## src/rtl/img_jpeg_dequantizer.sv

```systemverilog
// JPEG coefficient dequantizer: accepts one 8x8 block of quantized
// coefficients in zigzag order, multiplies each by the fixed Annex K
// luminance table entry, and replays the block in raster order.
//
// state   | meaning
// --------+------------------------------------------------------------
// S_FILL  | accepting zigzag beats into the buffer, in_ready high
// S_DRAIN | presenting buffered results in raster order, out_valid high

module img_jpeg_dequantizer #(
    parameter int DATA_W = 16
) (
    input  logic                     clk,
    input  logic                     rst,
    input  logic                     in_valid,
    output logic                     in_ready,
    input  logic signed [DATA_W-1:0] in_data,
    input  logic                     in_last,
    output logic                     out_valid,
    input  logic                     out_ready,
    output logic signed [DATA_W-1:0] out_data,
    output logic [5:0]               out_idx,
    output logic                     out_last,
    output logic                     err
);

    // Product of a DATA_W signed value and a 9-bit non-negative table value.
    localparam int PROD_W = DATA_W + 9;

    typedef enum logic {
        S_FILL  = 1'b0,
        S_DRAIN = 1'b1
    } state_t;

    // Zigzag position k -> raster index row*8+col.
    localparam logic [5:0] ZZ_ROM [64] = '{
        6'd0,  6'd1,  6'd8,  6'd16, 6'd9,  6'd2,  6'd3,  6'd10,
        6'd17, 6'd24, 6'd32, 6'd25, 6'd18, 6'd11, 6'd4,  6'd5,
        6'd12, 6'd19, 6'd26, 6'd33, 6'd40, 6'd48, 6'd41, 6'd34,
        6'd27, 6'd20, 6'd13, 6'd6,  6'd7,  6'd14, 6'd21, 6'd28,
        6'd35, 6'd42, 6'd49, 6'd56, 6'd57, 6'd50, 6'd43, 6'd36,
        6'd29, 6'd22, 6'd15, 6'd23, 6'd30, 6'd37, 6'd44, 6'd51,
        6'd58, 6'd59, 6'd52, 6'd45, 6'd38, 6'd31, 6'd39, 6'd46,
        6'd53, 6'd60, 6'd61, 6'd54, 6'd47, 6'd55, 6'd62, 6'd63
    };

    // Luminance quantization table, raster order.
    localparam logic [7:0] Q_ROM [64] = '{
        8'd16, 8'd11, 8'd10, 8'd16, 8'd24,  8'd40,  8'd51,  8'd61,
        8'd12, 8'd12, 8'd14, 8'd19, 8'd26,  8'd58,  8'd60,  8'd55,
        8'd14, 8'd13, 8'd16, 8'd24, 8'd40,  8'd57,  8'd69,  8'd56,
        8'd14, 8'd17, 8'd22, 8'd29, 8'd51,  8'd87,  8'd80,  8'd62,
        8'd18, 8'd22, 8'd37, 8'd56, 8'd68,  8'd109, 8'd103, 8'd77,
        8'd24, 8'd35, 8'd55, 8'd64, 8'd81,  8'd104, 8'd113, 8'd92,
        8'd49, 8'd64, 8'd78, 8'd87, 8'd103, 8'd121, 8'd120, 8'd101,
        8'd72, 8'd92, 8'd95, 8'd98, 8'd112, 8'd100, 8'd103, 8'd99
    };

    state_t state_q, state_d;
    logic [5:0] k_q, k_d;
    logic [5:0] r_q, r_d;
    logic       err_q;
    logic       in_fire;

    logic signed [DATA_W-1:0] buf_mem [64];

    logic [5:0]               wr_addr;
    logic [7:0]               q_val;
    logic signed [PROD_W-1:0] data_ext;
    logic signed [PROD_W-1:0] q_ext;
    logic signed [PROD_W-1:0] prod;
    logic                     prod_fits;
    logic signed [DATA_W-1:0] sat_val;

    assign wr_addr  = ZZ_ROM[k_q];
    assign q_val    = Q_ROM[wr_addr];
    assign data_ext = PROD_W'(in_data);
    assign q_ext    = PROD_W'({1'b0, q_val});
    assign prod     = data_ext * q_ext;

    // Product fits DATA_W when every bit above the result sign bit matches it.
    assign prod_fits = (prod[PROD_W-1:DATA_W-1] == {(PROD_W-DATA_W+1){prod[PROD_W-1]}});
    assign sat_val   = prod_fits     ? prod[DATA_W-1:0] :
                       prod[PROD_W-1] ? {1'b1, {(DATA_W-1){1'b0}}} :
                                        {1'b0, {(DATA_W-1){1'b1}}};

    assign in_fire  = in_valid & in_ready;
    assign out_data = buf_mem[r_q];
    assign out_idx  = r_q;
    assign out_last = (r_q == 6'd63);
    assign err      = err_q;

    // State, counters and sticky framing error; framing follows k alone.
    always_ff @(posedge clk) begin
        if (rst) begin
            state_q <= S_FILL;
            k_q     <= 6'd0;
            r_q     <= 6'd0;
            err_q   <= 1'b0;
        end else begin
            state_q <= state_d;
            k_q     <= k_d;
            r_q     <= r_d;
            err_q   <= err_q | (in_fire & (in_last != (k_q == 6'd63)));
        end
    end

    // Next state, counter advance and handshake outputs.
    always_comb begin
        state_d   = state_q;
        k_d       = k_q;
        r_d       = r_q;
        in_ready  = 1'b0;
        out_valid = 1'b0;
        case (state_q)
            S_FILL: begin
                in_ready = 1'b1;
                if (in_valid) begin
                    k_d = k_q + 6'd1;
                    if (k_q == 6'd63) begin
                        state_d = S_DRAIN;
                    end
                end
            end
            S_DRAIN: begin
                out_valid = 1'b1;
                if (out_ready) begin
                    r_d = r_q + 6'd1;
                    if (r_q == 6'd63) begin
                        state_d = S_FILL;
                    end
                end
            end
            default: state_d = S_FILL;
        endcase
    end

    // Buffer write of the saturated product; contents survive reset.
    always_ff @(posedge clk) begin
        if (!rst && in_fire) begin
            buf_mem[wr_addr] <= sat_val;
        end
    end

endmodule

```

## config.mk

```make
export PLATFORM = sky130hd
export DESIGN_NAME = img_jpeg_dequantizer
export DESIGN_NICKNAME = d
export VERILOG_FILES = /design/src/rtl/img_jpeg_dequantizer.sv
export SDC_FILE = /design/constraint.sdc
export NUM_CORES = 1
export LEC_CHECK = 0
export CORE_AREA = 2 2 395 397
export DETAILED_ROUTE_END_ITERATION = 8
export DIE_AREA = 0 0 397 399
export SLEW_MARGIN = 20
export SYNTH_ARGS = -nofsm -noshare
export SYNTH_HDL_FRONTEND = slang
export SYNTH_SLANG_ARGS = --single-unit
```

## constraint.sdc

```tcl
create_clock -name clk -period 13.37 [get_ports clk]
set_clock_uncertainty 0.1 [all_clocks]
set_input_delay 2.0055 -clock clk [delete_from_list [all_inputs] [get_ports clk]]
set_output_delay 2.0055 -clock clk [all_outputs]
set_load 0.005 [all_outputs]
```

==> Yosys cells after proc, flatten, opt, wreduce, memory -nomap -nowiden <==
Memory sizes are Yosys's and may differ from the RTL's. A register that Yosys moved wholly into a read port is not among the register bits.
Index checks and enable logic that the tools add are counted.
{ "classes": {"n_addsub": 2, "n_mul": 1, "order_cmp": 2, "eq_ne": 4, "muxes": 17, "n_bitwise": 6, "reduce_logical": 4} }
{ "ops": {"columns": ["op", "n"], "rows": [
  ["16-bit 2-to-1 mux", 2],
  ["16-bit by 9-bit multiplier with 25-bit output", 1],
  ["6-bit 2-to-1 mux", 4],
  ["8-bit 2-to-1 mux", 2],
  ["7-bit >= comparator (second input constant)", 2],
  ["6-bit inverter with 7-bit output", 2],
  ["6-bit by 1-bit adder with 6-bit output (second input constant)", 2],
  ["6-bit == test (second input constant)", 2],
  ["9-bit == test", 1],
  ["1-bit 2-to-1 mux", 8],
  ["2-bit AND reduction", 2],
  ["1-bit bitwise AND", 2],
  ["1-bit case mux with 2 select lines", 1],
  ["1-bit logical AND", 1],
  ["1-bit logical NOT", 1],
  ["1-bit != test", 1],
  ["1-bit inverter", 1],
  ["1-bit bitwise OR", 1]
]} }
{ "totals": {"regBits": 14, "ramBits": 1024, "romBits": 896, "in_bits": 21, "out_inout_bits": 26, "wordCells": 43, "memories": 3} }
{ "mem_list": {"columns": ["memory", "words", "width", "rd", "rd_clocked_by_memory_dff", "wr", "line_no", "source"], "rows": [
  ["buf_mem", 64, 16, 1, 1, 1, "65", "logic signed [DATA_W-1:0] buf_mem [64];"],
  ["(name not given)", 64, 8, 1, 0, 0, "76", "assign q_val = Q_ROM[wr_addr];"],
  ["(name not given)", 64, 6, 1, 0, 0, "75", "assign wr_addr = ZZ_ROM[k_q];"]
]} }

==> Logic depth before layout (Yosys ltp) <==
{ "depth": {"depth_word": 11, "mapped_depth": 38, "depth_no_buf": 33} }

==> Worst setup path before layout <==
Ideal clock, no wire load.
{ "synth_timing": {"path_type": "register to register", "from": "reg k_q[0]", "to": "mem buf_mem[0][6] (data pin)", "setup_ns": 0.702, "arrival_time_ns": 10.511, "required_time_ns": 12.568, "path_slack_ns": 2.057, "stages_incl_launch_ff": 37, "n_path_buf": 6, "synth_period_minus_slack_ns": 11.313, "cell_sequence": "dfxtp_1 -> buf_4 -> inv_1 -> ha_1 -> buf_2 -> or4b_1 -> a32oi_1 -> o32ai_1 -> and2_1 -> buf_6 -> ha_1 -> clkbuf_1 -> nand2_1 -> a21o_1 -> a311o_1 -> and3_1 -> buf_6 -> and2_1 -> fa_1 -> inv_1 -> fa_1 -> inv_1 -> fa_1 -> inv_1 -> fa_1 -> inv_1 -> ha_1 -> clkbuf_1 -> nand3_1 -> a21boi_0 -> nor2_1 -> o21ai_0 -> o21ba_2 -> xnor2_1 -> nor4_2 -> nor2_2 -> o21ai_0"} }
{ "synth_via": {"elab_chain_cells": 11, "word_cells_on_any_way": 12, "classes_between": "mul (1); eq/ne (1); mux (6); bitwise (2); memory (2)"} }
{ "synth_lines": {"columns": ["element", "line_no", "source"], "rows": [
  ["start, declared", "60", "logic [5:0] k_q, k_d;"],
  ["start signal, assigned", "102", "k_q <= k_d;"],
  ["6-bit inverter with 7-bit output (not written as such) (*)", "75", null],
  ["memory 64 x 6 bit (*)", null, null],
  ["6-bit 2-to-1 mux (not written as such) (*) (2 in series)", "75", null],
  ["6-bit inverter with 7-bit output (not written as such) (*)", "76", null],
  ["memory 64 x 8 bit (*)", null, null],
  ["8-bit 2-to-1 mux (not written as such) (*) (2 in series)", "76", null],
  ["16-bit by 9-bit multiplier with 25-bit output (*)", "79", "assign prod = data_ext * q_ext;"],
  ["9-bit == test / 16-bit 2-to-1 mux (equally long branches)", "82, 84", null],
  ["16-bit 2-to-1 mux (*)", "83", "assign sat_val = prod_fits ? prod[DATA_W-1:0] :"],
  ["via sat_val[6]", "73", "logic signed [DATA_W-1:0] sat_val;"],
  ["end, declared", "65", null]
]} }
The timed path passes the listed nets; every way through them passes the cells marked *. The select of a mux whose other input is x is not followed.

==> Worst setup path after layout <==
{ "layout_timing": {"from": "reg k_q[0]", "to": "mem buf_mem[0][10] (data pin)"} }
Same word-level chain as after synthesis.

==> results.toml <==
[status]
outcome = "completed"

[routing]
wl_per_cell_um = 23.6
vias = 23100
wl_um = 110000
route.detailed.drc = 0
vias_per_cell = 4.96
dr.first_iter.drc_count = 2310
drt_pass1_iterations = 5
ant_nets = 0

[global_route]
grt_pass1_vias = 23200
grtUsageTotal_pct = 13.8
grt_max_degree = 148
grt.overflow.total = 0
antenna_found_initial = 2
grt_pass1_wl_um = 162000

[logic_synthesis]
synth_xor_area_share_pct = 0.570
synth-edff-count = 1024
synth_simple_gate_area_share_pct = 3.76
netlist_area_um2 = 45900
synthTopCellsByArea = "edfxtp_1 (67%), mux4_2 (16%), fa_1 (3.7%)"
synth_area_per_cell_um2 = 19.2
synth-compound-area-share_pct = 2.71
synth_common_cells = "edfxtp_1 (1,024), mux4_2 (336), inv_1 (158), nand2_1 (127), nor2_1 (104)"
muxShareOfSynthArea_pct = 16.8
yosysTopAreaCellShare_pct = 67.0
netlist_instances = 2393
synth_top_family_by_area = "multiplexers"
yosysTopAreaCell = "edfxtp_1"
yosys_warnings = 0
yosysMostFrequentCell = "edfxtp_1"
synthFlopType = "edfxtp_1"
ys_types = 87
ys_ff_latch = 1044
synth-async-reset-ratio_pct = 0
yosysSeqAreaShare_pct = 67.9
syn_nets = 2570
synthAdderAreaFrac_pct = 5.65

[setup_path]
r2r_setup_slack_ns = 2.34
crit_path_start = "k_q[0]"
max_stage_delay_ns = 0.98
critical_path_class = "reg -> reg"
worstSetupStartpointType = "flip-flop"
reg2reg_to = "buf_mem[0][10]"
rr_worst_depth = 31
crit_path_top_delay_cell = "a2111oi_4"
endpoint_kind = "flip-flop"
cp.arrival_ns = 11.36
required_ns = 13.70
worstPathMaxFanout = 33
rr_startpoint = "k_q[0]"

[placement]
dpl_worst_slack_ns = 2.40
dp_cells = 4460
gp_congestion = 0.808
port_buffers = 46
dpl_cell_area_um2 = 49200
dp_hpwl_um = 63200

[clock_tree]
numCtsBuffers = 104
cts.sink_count = 1044
ctsLongestPathBuffers = 3
cts_tree = "yes"
cts_root_buffer = "clkbuf_16"
clkTransAtPathRegs_ns = 0.06
cts-htree-levels = 3
cts_resized = 0
cts_hold_buf = 0
postCtsSetupBuffers = 0
clk_latency_ns = 0.65

[finish]
final_core_util_pct = 34.2
final_area_um2 = 52600
nets = 2699
antenna_cells = 0
fin_cells = 4654
syn_to_final_growth_pct = 14.6
drive_gt1_share_pct = 24.5

[die]
fp.dieH_um = 399
num_rows = 144
die_x_um = 397
die_area_um2 = 158000
ioPinCount = 47
core_area_um2 = 154000
start_util_pct = 29.8

[power_and_ir_drop]
switching_power_mw = 4.92
pwr-share-clk_pct = 20.3
p_comb_share_pct = 32.5
p_leak_nw = 16.5
total_power_mw = 14.0
internal-power_mw = 9.06
ir_worst_vdd_uv = 931
power_frac_seq_pct = 47.2
power_density_nw_per_um2 = 266
switching_share_pct = 35.2

[worst_hold_path]
hold_depth = 2
min-delay-path-class = "reg -> reg"
worstHoldEndpoint = "err"
min-delay-start = "err"

[timing]
max_freq_mhz = 90.6
relSlewSlack_pct = 23.2
final_max_slew_viol_count = 0
setup_viol = 0
rsz0062_at_grt = "false"
post-route-min-period_ns = 11.03
fin_crit_sh_pct = 82.5
final.setup.worst_slack_ns = 2.34
whs_ns = 0.376
final.setup.tns_ns = 0
hold_viol = 0
tightest_slew_ns = 1.15

[run]
drv_cap = 0
==> worst max-delay path, delay by kind of cell (launching register included) <==
kind            cells  cell delay, ns
compound gates      7            2.96
fa+ha+maj           7            3.13
buf+inv             6            1.10
flops               1            0.68
mux                 1            0.13
simple gates       10            2.69
==> logic make-up after synthesis <==
family,after synthesis
fa+ha+maj,156
buf+inv,280
xor+xnor,29
compound gates,170
flops,1044
simple gates,365
mux,349
==> power groups by stage <==
stage          clock network, mW  logic [mW]  registers (mW)
3_3_place_gp                   0        4.44            6.68
6_report                    2.84        4.54            6.60
4_1_cts                     2.89        4.61            6.60
2_1_floorplan                  0        2.35            6.92
5_1_grt                     3.02        5.04            6.61
3_5_place_dp                   0        4.61            6.67
==> how the worst max path moves through the flow <==
| stage | end | depth (start not counted) |
|---|---|---|
| floorplan | buf_mem[0][6] | 36 |
| global placement | buf_mem[8][10] | 31 |
| detailed placement | buf_mem[7][10] | 31 |
| CTS | buf_mem[32][10] | 31 |
| global route | buf_mem[33][10] | 31 |
| finish | buf_mem[0][10] | 31 |
==> state kept, by name, indices dropped and copies added, names as in the netlist, named ones only <==
name	cells
out_idx	6
k_q	6
buf_mem	1024
err	1
state_q	1
==> layout make-up <==
class | instances | area, um^2
Clock buffer | 135 | 2880
Tap cell | 2044 | 2560
Sequential cell | 1044 | 31200
Multi-Input combinational cell | 1069 | 13700
Fill cell | 14400 | 101000
Timing Repair Buffer | 142 | 1210
Inverter | 161 | 604
Clock inverter | 59 | 472
==> layer usage <==
metal,GRT usage [%],vias to the layer above,share of wire (%)
met3,1.89,122,5.8
met2,22.6,751,48
li1,-,9772,-
met1,19.8,12500,44
met4,2.56,2,1.3
met5,0,-,0.0064
==> cell usage in the layout (no fill, tap or decap), drive strengths merged, types with 5 or more instances in the layout <==
cell type      synthesis  layout
o21bai                 5       5
fa                    85      85
clkbuf                59     135
a31oi                  9       9
clkdlybuf4s50          0      46
mux4                 336     336
xnor2                 19      19
clkinv                 1      45
nor2                 108     108
o32ai                  5       5
inv                  160     162
nand3                 23      23
nor3                  10      10
xor2                  10      10
nand4                  5       5
a21o                  13      13
dfxtp                 20      20
a211oi                 7       7
nand2                128     128
mux2i                 11      11
o211ai                10      10
nand2b                10      10
and3                  10      10
o22ai                  7       7
edfxtp              1024    1024
and2                  52      52
buf                   60      96
ha                    71      71
a21oi                 37      37
clkinvlp               0       6
o21ai                 33      33
bufinv                 0       7
(Power assumes the default switching activity.)
